===== config.mk =====
export PLATFORM = sky130hd
export DESIGN_NAME = alu_ctrl_seq
export DESIGN_NICKNAME = d
export VERILOG_FILES = /design/src/rtl/alu_ctrl_pkg.sv /design/src/rtl/alu_ctrl_dec.sv /design/src/rtl/alu_ctrl_seq.sv
export SDC_FILE = /design/constraint.sdc
export NUM_CORES = 1
export LEC_CHECK = 0
export ABC_AREA = 1
export CORE_MARGIN = 4
export CORE_UTILIZATION = 50
export CTS_CLUSTER_SIZE = 25
export DETAILED_ROUTE_END_ITERATION = 7
export GPL_ROUTABILITY_DRIVEN = 1
export PLACE_DENSITY = 0.93
export SYNTH_ARGS = -nofsm -noshare
export SYNTH_HDL_FRONTEND = slang
export SYNTH_SLANG_ARGS = --single-unit

===== constraint.sdc =====
create_clock -name clk_i -period 2.9 [get_ports clk_i]
set_input_delay 0.29 -clock clk_i [delete_from_list [all_inputs] [get_ports clk_i]]
set_output_delay 0.29 -clock clk_i [all_outputs]
set_load 0.005 [all_outputs]

===== src/rtl/alu_ctrl_pkg.sv =====
// Shared constants for the ALU control sequencer: control codes, ALUOp and
// funct encodings, counter width and FSM state type.
package alu_ctrl_pkg;

  localparam int unsigned CODE_W  = 4;
  localparam int unsigned FUNCT_W = 10;
  localparam int unsigned ALUOP_W = 2;
  localparam int unsigned CNT_W   = 4;

  localparam logic [CODE_W-1:0] CODE_ADD     = 4'b0001;
  localparam logic [CODE_W-1:0] CODE_SUB     = 4'b0010;
  localparam logic [CODE_W-1:0] CODE_AND     = 4'b0011;
  localparam logic [CODE_W-1:0] CODE_OR      = 4'b0100;
  localparam logic [CODE_W-1:0] CODE_MUL     = 4'b0110;
  localparam logic [CODE_W-1:0] CODE_RELU    = 4'b0111;
  localparam logic [CODE_W-1:0] CODE_MAXPOOL = 4'b1000;
  localparam logic [CODE_W-1:0] CODE_FC      = 4'b1001;

  localparam logic [ALUOP_W-1:0] ALUOP_ADDI    = 2'b11;
  localparam logic [ALUOP_W-1:0] ALUOP_RTYPE   = 2'b10;
  localparam logic [ALUOP_W-1:0] ALUOP_BRANCH  = 2'b01;
  localparam logic [ALUOP_W-1:0] ALUOP_DEFAULT = 2'b00;

  // funct7 in [9:3], funct3 in [2:0]
  localparam logic [FUNCT_W-1:0] FUNCT_ADD     = 10'b0000000000;
  localparam logic [FUNCT_W-1:0] FUNCT_SUB     = 10'b0100000000;
  localparam logic [FUNCT_W-1:0] FUNCT_AND     = 10'b0000000111;
  localparam logic [FUNCT_W-1:0] FUNCT_OR      = 10'b0000000110;
  localparam logic [FUNCT_W-1:0] FUNCT_MUL     = 10'b0000001000;
  localparam logic [FUNCT_W-1:0] FUNCT_RELU    = 10'b1000000111;
  localparam logic [FUNCT_W-1:0] FUNCT_MAXPOOL = 10'b1100000111;
  localparam logic [FUNCT_W-1:0] FUNCT_FC      = 10'b1110000111;

  typedef enum logic {
    ST_IDLE = 1'b0,
    ST_BUSY = 1'b1
  } state_t;

endpackage


===== src/rtl/alu_ctrl_dec.sv =====
// Combinational ALUOp/funct decode into a 4-bit control code, with flags for
// multi-cycle operations and unknown encodings.
module alu_ctrl_dec
  import alu_ctrl_pkg::*;
(
  input  logic [FUNCT_W-1:0] funct,
  input  logic [ALUOP_W-1:0] alu_op,
  input  logic               ext_en,
  output logic [CODE_W-1:0]  code,
  output logic               is_multi,
  output logic               illegal
);

  always_comb begin
    code     = CODE_ADD;
    is_multi = 1'b0;
    illegal  = 1'b0;
    case (alu_op)
      ALUOP_ADDI, ALUOP_DEFAULT: code = CODE_ADD;
      ALUOP_BRANCH:              code = CODE_SUB;
      ALUOP_RTYPE: begin
        case (funct)
          FUNCT_ADD: code = CODE_ADD;
          FUNCT_SUB: code = CODE_SUB;
          FUNCT_AND: code = CODE_AND;
          FUNCT_OR:  code = CODE_OR;
          FUNCT_MUL: begin
            code     = CODE_MUL;
            is_multi = 1'b1;
          end
          // CNN extensions fall back to an illegal add when disabled
          FUNCT_RELU: begin
            code     = ext_en ? CODE_RELU : CODE_ADD;
            is_multi = ext_en;
            illegal  = !ext_en;
          end
          FUNCT_MAXPOOL: begin
            code     = ext_en ? CODE_MAXPOOL : CODE_ADD;
            is_multi = ext_en;
            illegal  = !ext_en;
          end
          FUNCT_FC: begin
            code     = ext_en ? CODE_FC : CODE_ADD;
            is_multi = ext_en;
            illegal  = !ext_en;
          end
          default: illegal = 1'b1;
        endcase
      end
      default: code = CODE_ADD;
    endcase
  end

endmodule


===== src/rtl/alu_ctrl_seq.sv =====
// ALU control sequencer: issues decoded ALU control codes and tracks
// multi-cycle MUL/CNN operations with a latency down-counter.
module alu_ctrl_seq
  import alu_ctrl_pkg::*;
#(
  parameter int unsigned LAT_MUL = 3,
  parameter int unsigned LAT_CNN = 4,
  parameter bit          EXT_EN  = 1'b1
) (
  input  logic               clk_i,
  input  logic               rst_n_i,
  input  logic               valid_i,
  input  logic [FUNCT_W-1:0] funct_i,
  input  logic [ALUOP_W-1:0] ALUOp_i,
  input  logic               flush_i,
  output logic               ready_o,
  output logic [CODE_W-1:0]  ALUCtrl_o,
  output logic               start_o,
  output logic               busy_o,
  output logic               done_o,
  output logic               stall_o,
  output logic               illegal_o
);

  if (LAT_MUL < 2 || LAT_MUL > 15) begin : g_lat_mul_range
    $error("alu_ctrl_seq: LAT_MUL must be in 2..15");
  end
  if (LAT_CNN < 2 || LAT_CNN > 15) begin : g_lat_cnn_range
    $error("alu_ctrl_seq: LAT_CNN must be in 2..15");
  end

  localparam logic [CNT_W-1:0] MUL_LOAD = CNT_W'(LAT_MUL - 1);
  localparam logic [CNT_W-1:0] CNN_LOAD = CNT_W'(LAT_CNN - 1);

  state_t             state_q;
  logic [CNT_W-1:0]   cnt_q;
  logic [CODE_W-1:0]  dec_code;
  logic               dec_multi;
  logic               dec_illegal;
  logic               accept_c;

  alu_ctrl_dec u_dec (
    .funct    (funct_i),
    .alu_op   (ALUOp_i),
    .ext_en   (EXT_EN),
    .code     (dec_code),
    .is_multi (dec_multi),
    .illegal  (dec_illegal)
  );

  // flush wins over a simultaneous request
  assign accept_c = valid_i & ready_o & ~flush_i;
  assign stall_o  = valid_i & ~ready_o;

  // FSM, latency counter and registered outputs
  always_ff @(posedge clk_i or negedge rst_n_i) begin
    if (!rst_n_i) begin
      state_q   <= ST_IDLE;
      cnt_q     <= '0;
      ALUCtrl_o <= CODE_ADD;
      start_o   <= 1'b0;
      busy_o    <= 1'b0;
      done_o    <= 1'b0;
      illegal_o <= 1'b0;
      ready_o   <= 1'b1;
    end else begin
      start_o   <= 1'b0;
      done_o    <= 1'b0;
      illegal_o <= 1'b0;
      if (flush_i) begin
        state_q   <= ST_IDLE;
        cnt_q     <= '0;
        ALUCtrl_o <= CODE_ADD;
        busy_o    <= 1'b0;
        ready_o   <= 1'b1;
      end else begin
        unique case (state_q)
          ST_IDLE: begin
            if (accept_c) begin
              ALUCtrl_o <= dec_code;
              start_o   <= 1'b1;
              illegal_o <= dec_illegal;
              if (dec_multi) begin
                state_q <= ST_BUSY;
                cnt_q   <= (dec_code == CODE_MUL) ? MUL_LOAD : CNN_LOAD;
                busy_o  <= 1'b1;
                ready_o <= 1'b0;
              end else begin
                done_o  <= 1'b1;
              end
            end
          end
          ST_BUSY: begin
            // last decrement lands in the done cycle, which is already IDLE
            if (cnt_q == CNT_W'(1)) begin
              state_q <= ST_IDLE;
              cnt_q   <= '0;
              busy_o  <= 1'b0;
              ready_o <= 1'b1;
              done_o  <= 1'b1;
            end else begin
              cnt_q <= cnt_q - CNT_W'(1);
            end
          end
          default: begin
            state_q <= ST_IDLE;
            ready_o <= 1'b1;
            busy_o  <= 1'b0;
          end
        endcase
      end
    end
  end

endmodule


==> results of run 1 <==
-- metal layers --
layer / vias up / global-route usage, % / wire, um
li1: 467 / - / -
met1: 407 / 23.9 / 960
met2: 32 / 26.9 / 974
met3: 5 / 2.87 / 91
met4: 0 / 6.55 / 35
met5: - / 0 / 0
-- through the flow --
| step | std cells | utilization [%] | setup WS (ps) | power [mW] |
|---|---|---|---|---|
| floorplan | 130 | - | 1580 | 0.259 |
| global placement | 180 | 69.9 | 1050 | 0.304 |
| detailed placement | 180 | 69.9 | 980 | 0.307 |
| CTS | 184 | 71.4 | 1230 | 0.422 |
| global route | 184 | 71.4 | 1150 | 0.442 |
| finish | 184 | 71.4 | 1240 | 0.420 |
-- registers in the layout, indices dropped and copies added, names as in the netlist --
signal	count
ALUCtrl_o	4
cnt_q	4
busy_o	1
done_o	1
illegal_o	1
ready_o	1
start_o	1
state_q	1
-- synth_stat cells --
master	instances	area [um2]
nand2_4	2	22.5
dfrtp_1	12	300
o21ai_0	2	10.0
dfstp_2	2	52.6
o21ai_1	2	10.0
o22ai_1	1	6.26
ha_1	4	50.1
a2111oi_0	1	8.76
o21bai_1	1	7.51
nor2_2	1	6.26
inv_1	25	93.8
a211oi_2	1	12.5
nand2_1	31	116
nor2_4	5	56.3
nor2_1	17	63.8
nor3_1	1	5.00
nand3_1	10	50.1
a21oi_1	5	25.0
nand2_2	3	18.8
o21a_1	1	7.51
a32o_1	1	10.0
nand3_2	1	10.0
a22o_1	1	8.76
-- cells in the final DEF, fill, tap and decap left out, types with 2 or more instances in the layout --
cell type	n
nor2_4	5
nand2_4	2
nor2_1	17
dfrtp_1	12
clkbuf_4	3
a21oi_1	5
dfstp_2	2
nand2_2	3
clkdlybuf4s50_1	25
o21ai_1	2
ha_1	4
nand2_1	31
nand3_1	10
o21ai_0	2
inv_1	25
-- power by group --
| group | total, mW | internal, mW | switching (mW) | leakage [nW] |
|---|---|---|---|---|
| Combinational | 0.0922 | 0.0457 | 0.0465 | 0.446 |
| Clock | 0.116 | 0.0534 | 0.0624 | 0.0150 |
| Sequential | 0.212 | 0.205 | 0.00714 | 0.181 |
-- cell families after synthesis --
logic type      share of synthesized area [%]
simple gates                             36.7
buf+inv                                  9.86
fa+ha+maj                                5.26
flops                                    37.1
compound gates                           11.2
-- worst max-delay path: cells and delay by family --
family                 cells  cell delay, ps
buffers and inverters      3            1010
AND/OR/NAND/NOR            1              70
-- area by class of cell --
| type | instances | area (um2) | share of cell area (%) |
|---|---|---|---|
| Tap cell | 25 | 31.3 | 2.48 |
| Sequential cell | 14 | 353 | 28.0 |
| Multi-Input combinational cell | 91 | 505 | 40.1 |
| Clock buffer | 4 | 26.3 | 2.09 |
| Timing Repair Buffer | 25 | 250 | 19.9 |
| Inverter | 25 | 93.8 | 7.45 |
-- worst max path at each step --
| stage | end | slack (ps) | depth (start not counted) |
|---|---|---|---|
| after floorplan | cnt_q[0]$_DFFE_PN0P_ | 1580 | 11 |
| after global placement | cnt_q[0]$_DFFE_PN0P_ | 1050 | 11 |
| after detailed placement | cnt_q[0]$_DFFE_PN0P_ | 980 | 11 |
| after CTS | stall_o | 1230 | 4 |
| after global routing | cnt_q[0]$_DFFE_PN0P_ | 1150 | 12 |
| final | stall_o | 1240 | 4 |
==> flow_summary.toml, run 1 <==
[cts]
htreeDepth = 1
post_cts_buffers = 0
cts_max_path_buffers = 2
clock-sinks = 14
cts_tree = "yes"
cts_resized = 0
cts_hold_buf = 0
numCtsBuffers = 3
clk_pin_slew_ps = 90
cts_root_buffer = "clkbuf_4"
clock_latency_ps = 280

[critical_path]
crit_chain = "clkdlybuf4s50_1, inv_1, nor2_1, clkdlybuf4s50_1"
cp.required_ps = 2610
cp-start-kind = "primary input"
cp_slowest_stage_delay_ps = 500
reg2reg_to = "illegal_o$_DFF_PN0_"
end_kind = "output port"
ff2ff_path_depth = 5
crit_type = "primary input to output port"
critPathSlowestCell = "clkdlybuf4s50_1"
crit_start = "valid_i"
reg2reg_slack_ps = 1430
r2r_start = "state_q$_DFF_PN0_"
path_max_fanout = 2
arrival_ps = 1370
path_common_cell = "clkdlybuf4s50_1"

[grt]
grtUsageTotal_pct = 17.2
antenna_found_initial = 0
grt_pass1_wl_um = 3480
grt_max_degree = 15
grt_pass1_vias = 843
grt_overflow = 0

[routing]
viasPerCell = 4.95
vias = 911
drc_errors = 0
detail-route-antenna-nets = 0
post_drt_wl_per_cell_um = 11.2
drt_iter0_drc = 27
firstDrtPassIters = 4
drt_wl_total_um = 2060

[synthesis]
syn_avg_cell_area_um2 = 7.32
ys_seq_elements = 14
yosysSeqAreaShare_pct = 37.1
syn-cell-area_um2 = 952
synth_cell_type_count = 23
yosysWarnings = 0
syn_inst = 130
syn_nets = 150

[die]
die_h_um = 51.6
num_rows = 15
die_w_um = 51.6
coreArea_um2 = 1760
io_pins = 26
die-area_um2 = 2670
initial_utilization_pct = 54.0

[power_and_ir_drop]
power.density_nw_per_um2 = 333
p_leak_nw = 0.641
ir_drop_v = 0.000292

[timing]
fmax_mhz = 602
hold_viol_final = 0
final-setup-viol-count = 0
slew_headroom_pct = 60.7
whs_ps = 373
rsz0062_at_grt = "false"
period_needed_ps = 1660
fin_crit_sh_pct = 57.2
skew_ps = 7.97
drv_slew = 0
final.setup.tns_ps = 0
tightest_slew_ps = 587

[run_status]
status = "completed"

[placement]
io_buffers = 25
dpl.hpwl_um = 1700
place_area_um2 = 1230
gp_congestion = 0.833

[hold_path]
hold_path.class = "primary input to asynchronous set/reset pin"

[final_layout]
fin_nets = 180
drive_above_1_share_pct = 11.3
fillers = 139
fin_area_um2 = 1260
area_delta_synth_final_pct = 32.3
n_antenna_cell = 0

[flow_run]
maxCapViolCount = 0
(Power assumes the default switching activity.)
==> run 2: changes to the inputs <==
CORE_UTILIZATION = 47   (was 50)
PLACE_DENSITY = 0.88   (was 0.93)
clock period = 1.6 ns   (was 2.9 ns; I/O delays follow)
==> flow_summary.toml, run 2 (synthesis results as in run 1) <==
[critical_path]
cp-start-kind = "flop"
cp_slowest_stage_delay_ps = 560
end_kind = "output port"
crit_buf_inv = 1
path_max_fanout = 4
path_delay_family = "flip-flops"
cp.required_ps = 1440
critPathSlowestCell = "dfstp_2"
crit_chain = "clkdlybuf4s50_1"
arrival_ps = 1360
crit_type = "flop to output port"

[die]
die-area_um2 = 2810
die_h_um = 53.0
initial_utilization_pct = 49.0
io_pins = 26
num_rows = 16
die_w_um = 53.0
coreArea_um2 = 1940

[power_and_ir_drop]
p_total_mw = 0.794
intPower_mw = 0.561
power.density_nw_per_um2 = 584
power_frac_seq_pct = 48.4
clock_power_share_pct = 28.4
switching_share_pct = 29.3
comb_power_share_pct = 23.2
switching_power_mw = 0.233
ir_drop_v = 0.000509
p_leak_nw = 0.696

[routing]
post_drt_wl_per_cell_um = 11.8
drt_iter0_drc = 46
drt_wl_total_um = 2310
drc_errors = 0
detail-route-antenna-nets = 0
firstDrtPassIters = 4
vias = 966
viasPerCell = 4.95

[final_layout]
n_antenna_cell = 0
drive_above_1_share_pct = 20.8
final_cell_mix = "nand2_1, clkdlybuf4s50_1, inv_1"
reg_top3 = "ALUCtrl_o (4), cnt_q (4)"
fin_nets = 189
fillers = 139
area_delta_synth_final_pct = 42.7
final_common_cell = "nand2_1"

[cts]
cts_tree = "yes"
cts_max_path_buffers = 2
cts_hold_buf = 0
cts_root_buffer = "clkbuf_4"
clk_pin_slew_ps = 90
htreeDepth = 1
clock-sinks = 14
clock_latency_ps = 290
numCtsBuffers = 3

[hold_path]
hold_path.class = "primary input to asynchronous set/reset pin"

[timing]
final-setup-viol-count = 0
skew_ps = 0.915
period_needed_ps = 1520
tightest_slew_ps = 598
drv_slew = 0
fin_crit_sh_pct = 95.1
fin_ws_ps = 79.2
fmax_mhz = 658
slew_headroom_pct = 60.0
hold_viol_final = 0
rsz0062_at_grt = "false"

[placement]
place_ws_ps = -184
gp_congestion = 0.862
dpl.hpwl_um = 1770
io_buffers = 25

[flow_run]
maxCapViolCount = 0

[grt]
grt_pass1_wl_um = 3460
grt_max_degree = 15
grtUsageTotal_pct = 17.0
antenna_found_initial = 0
grt_overflow = 0
grt_pass1_vias = 851

[run_status]
status = "completed"
-- run 2: cell count changes in the layout (fill, tap and decap cells not counted) --
cell	before	now
nand2_2	3	4
nor2_2	1	2
nand3_2	1	3
dlymetal6s2s_1	0	1
clkdlybuf4s50_1	25	24
nand2_4	2	3
a21oi_2	0	1
buf_4	0	9
nand3_1	10	8
a21oi_1	5	4
nand2_1	31	29
nor2_1	17	16
inv_1	25	23
inv_2	0	2
-- run 2: cell type report --
class                   instances  area (um2)  area share, %
multi-input cells              91         532           39.1
flip-flops and latches         14         353           26.0
repair buffers                 34         320           23.6
inverters                      25        93.8           6.91
well taps                      27        33.8           2.49
clock buffers                   4        26.3           1.93
-- run 2: timing repair --
item,4_1_cts,5_1_grt
endpoints found under the setup margin,0,2
setup buffers,0,2
resized for setup,0,10
-- run 2: worst register-to-register path, cell delays in order (launching register included) --
cell	delay [ps]
dfstp_2	560
nand2_1	130
o21ai_0	250
inv_1	120
a22o_1	250
-- run 2: path summary, 6_finish.rpt --
path	start	end	depth (start not counted)	slack, ps
hold / removal	rst_n_i	cnt_q[1]$_DFFE_PN0P_	1	240
hold reg to reg	ALUCtrl_o[2]$_DFFE_PN0P_	ALUCtrl_o[2]$_DFFE_PN0P_	2	500
setup reg to reg	ready_o$_DFFE_PN1P_	ALUCtrl_o[1]$_DFFE_PN0P_	4	190
min in group clk_i	funct_i[2]	illegal_o$_DFF_PN0_	3	370
setup / recovery	ready_o$_DFFE_PN1P_	ready_o	1	80
max in group asynchronous	rst_n_i	ALUCtrl_o[3]$_DFFE_PN0P_	1	970
-- run 2: through the flow --
step | TNS [ps] | utilization, % | std cells | hold slack (ps) | area [um2]
after floorplan | 0 | - | 130 | -136 | 952
final | 0 | 70.0 | 195 | 241 | 1360
after global placement | -584 | 66.4 | 189 | 475 | 1290
after detailed placement | -1100 | 66.4 | 189 | 478 | 1290
after CTS | 0 | 67.7 | 193 | 267 | 1320
after global routing | 0 | 70.0 | 195 | 279 | 1360
-- run 2: per-layer routing --
layer / vias up / GRT usage, % / share of wire, %
met5: - / 0 / 0
met4: 0 / 7.23 / 3.3
met3: 12 / 3.38 / 5.6
met2: 39 / 30.2 / 49
met1: 433 / 19.7 / 42
li1: 482 / - / -
-- run 2: power by group through the flow --
stage	registers (mW)	clock network [mW]	logic [mW]
finish	0.384	0.225	0.184
global route	0.386	0.242	0.202
CTS	0.383	0.218	0.178
detailed placement	0.390	0	0.177
global placement	0.390	0	0.170
floorplan	0.389	0	0.0805
==> run 3: changes to the inputs <==
CORE_UTILIZATION = 53   (was 47)
DONT_BUFFER_PORTS = 1   (was default)
PLACE_DENSITY = 0.68   (was 0.88)
==> flow_summary.toml, run 3 (synthesis results as in run 1) <==
[cts]
clock-sinks = 14
cts_tree = "yes"
numCtsBuffers = 3
cts_max_path_buffers = 2
cts_root_buffer = "clkbuf_4"
clk_pin_slew_ps = 80
post_cts_buffers = 0
htreeDepth = 1
clock_latency_ps = 280

[die]
initial_utilization_pct = 55.8
num_rows = 15
io_pins = 26
coreArea_um2 = 1710
die_w_um = 50.4
die_h_um = 50.4
die-area_um2 = 2540

[critical_path]
path_common_cell = "nor2_4"
reg2reg_slack_ps = 180
cp-start-kind = "flop"
cp.required_ps = 1750
r2r_start = "state_q$_DFF_PN0_"
arrival_ps = 1570
critPathSlowestCell = "dfrtp_1"
path_max_fanout = 7
ff2ff_path_depth = 5
reg2reg_to = "illegal_o$_DFF_PN0_"
crit_type = "flop to flop"
crit_start = "state_q$_DFF_PN0_"
end_kind = "flop"
cp_slowest_stage_delay_ps = 450
crit_chain = "nor2_4, inv_1, nor2_4, nand3_1, a2111oi_1"

[final_layout]
final_cell_mix = "nand2_1, inv_1, nor2_1"
final_common_cell = "nand2_1"
drive_above_1_share_pct = 13.2
fin_util_pct = 60.4
fin_nets = 157
area_delta_synth_final_pct = 8.28
reg_top3 = "ALUCtrl_o (4), cnt_q (4)"
fillers = 154
fin_area_um2 = 1030
n_antenna_cell = 0

[routing]
drc_errors = 0
post_drt_wl_per_cell_um = 10.9
drt_iter0_drc = 19
detail-route-antenna-nets = 0
firstDrtPassIters = 4
viasPerCell = 4.87
vias = 784
drt_wl_total_um = 1760

[power_and_ir_drop]
intPower_mw = 0.506
ir_drop_v = 0.000545
p_leak_nw = 0.554
power_frac_seq_pct = 55.8
clock_power_share_pct = 28.9
comb_power_share_pct = 15.3
switching_power_mw = 0.184
switching_share_pct = 26.7
power.density_nw_per_um2 = 670

[timing]
final.setup.tns_ps = 0
drv_slew = 0
tightest_slew_ps = 635
fin_crit_sh_pct = 88.7
final-setup-viol-count = 0
period_needed_ps = 1420
slew_headroom_pct = 57.6
hold_viol_final = 0
fmax_mhz = 705
rsz0062_at_grt = "false"
skew_ps = 11.3

[placement]
io_buffers = 0
gp_congestion = 0.784
dpl.hpwl_um = 1480
place_area_um2 = 983

[grt]
grt_overflow = 0
grt_pass1_wl_um = 3010
grtUsageTotal_pct = 15.2
antenna_found_initial = 0
grt_pass1_vias = 747
grt_max_degree = 15

[hold_path]
hold_path.class = "primary input to flop"
whs_path_depth = 3
worst_hold_startpoint = "flush_i"
whs_endpoint = "cnt_q[0]$_DFFE_PN0P_"

[run_status]
status = "completed"

[flow_run]
maxCapViolCount = 0
-- run 3: through the flow --
stage / power, mW / hold WS [ps] / instances / setup slack [ps]
floorplan: 0.470 / -136 / 130 / 336
global placement: 0.485 / -135 / 155 / 243
detailed placement: 0.488 / -135 / 155 / 120
finish: 0.691 / 60.8 / 161 / 182
CTS: 0.700 / 58.7 / 161 / 113
global route: 0.739 / 62.5 / 161 / 23.7
-- run 3: cell type report --
| cell class | count | area (um2) | area share [%] |
|---|---|---|---|
| Multi-Input combinational cell | 91 | 507 | 49.2 |
| Tap cell | 25 | 31.3 | 3.03 |
| Sequential cell | 14 | 353 | 34.2 |
| Timing Repair Buffer | 2 | 20.0 | 1.94 |
| Inverter | 25 | 93.8 | 9.10 |
| Clock buffer | 4 | 26.3 | 2.55 |
-- run 3: worst max-delay path, delay by kind of cell (launching register included) --
kind	cells	cell delay, ps
flip-flops	1	450
AND/OR/NAND/NOR	3	450
AO/OA/AOI/OAI	1	300
buffers and inverters	1	100
-- run 3: layer usage --
layer / up-vias / routed length [um] / GRT usage, %
li1: 417 / - / -
met1: 348 / 848 / 19.9
met2: 19 / 810 / 24.6
met3: 0 / 103 / 5.34
met4: 0 / 0 / 2.69
met5: - / 0 / 0
-- run 3: repair_timing --
item                                   CTS  global route
setup endpoints to repair                0             1
endpoints found under the hold margin   15             0
resized for setup                        0             1
hold buffers                             2             0
-- run 3: worst max path at each step --
stage                                to  depth (start not counted)
6_report            illegal_o$_DFF_PN0_                          5
5_1_grt             illegal_o$_DFF_PN0_                          5
4_1_cts             illegal_o$_DFF_PN0_                          5
3_5_place_dp        illegal_o$_DFF_PN0_                          5
3_3_place_gp   ALUCtrl_o[1]$_DFFE_PN0P_                          4
2_1_floorplan  ALUCtrl_o[1]$_DFFE_PN0P_                          4
-- run 3: power groups by stage --
stage | combinational (mW) | sequential [mW] | clock [mW]
after floorplan | 0.0805 | 0.389 | 0
after global placement | 0.0931 | 0.392 | 0
after detailed placement | 0.0958 | 0.393 | 0
after CTS | 0.107 | 0.386 | 0.208
after global routing | 0.122 | 0.388 | 0.229
final | 0.105 | 0.385 | 0.200
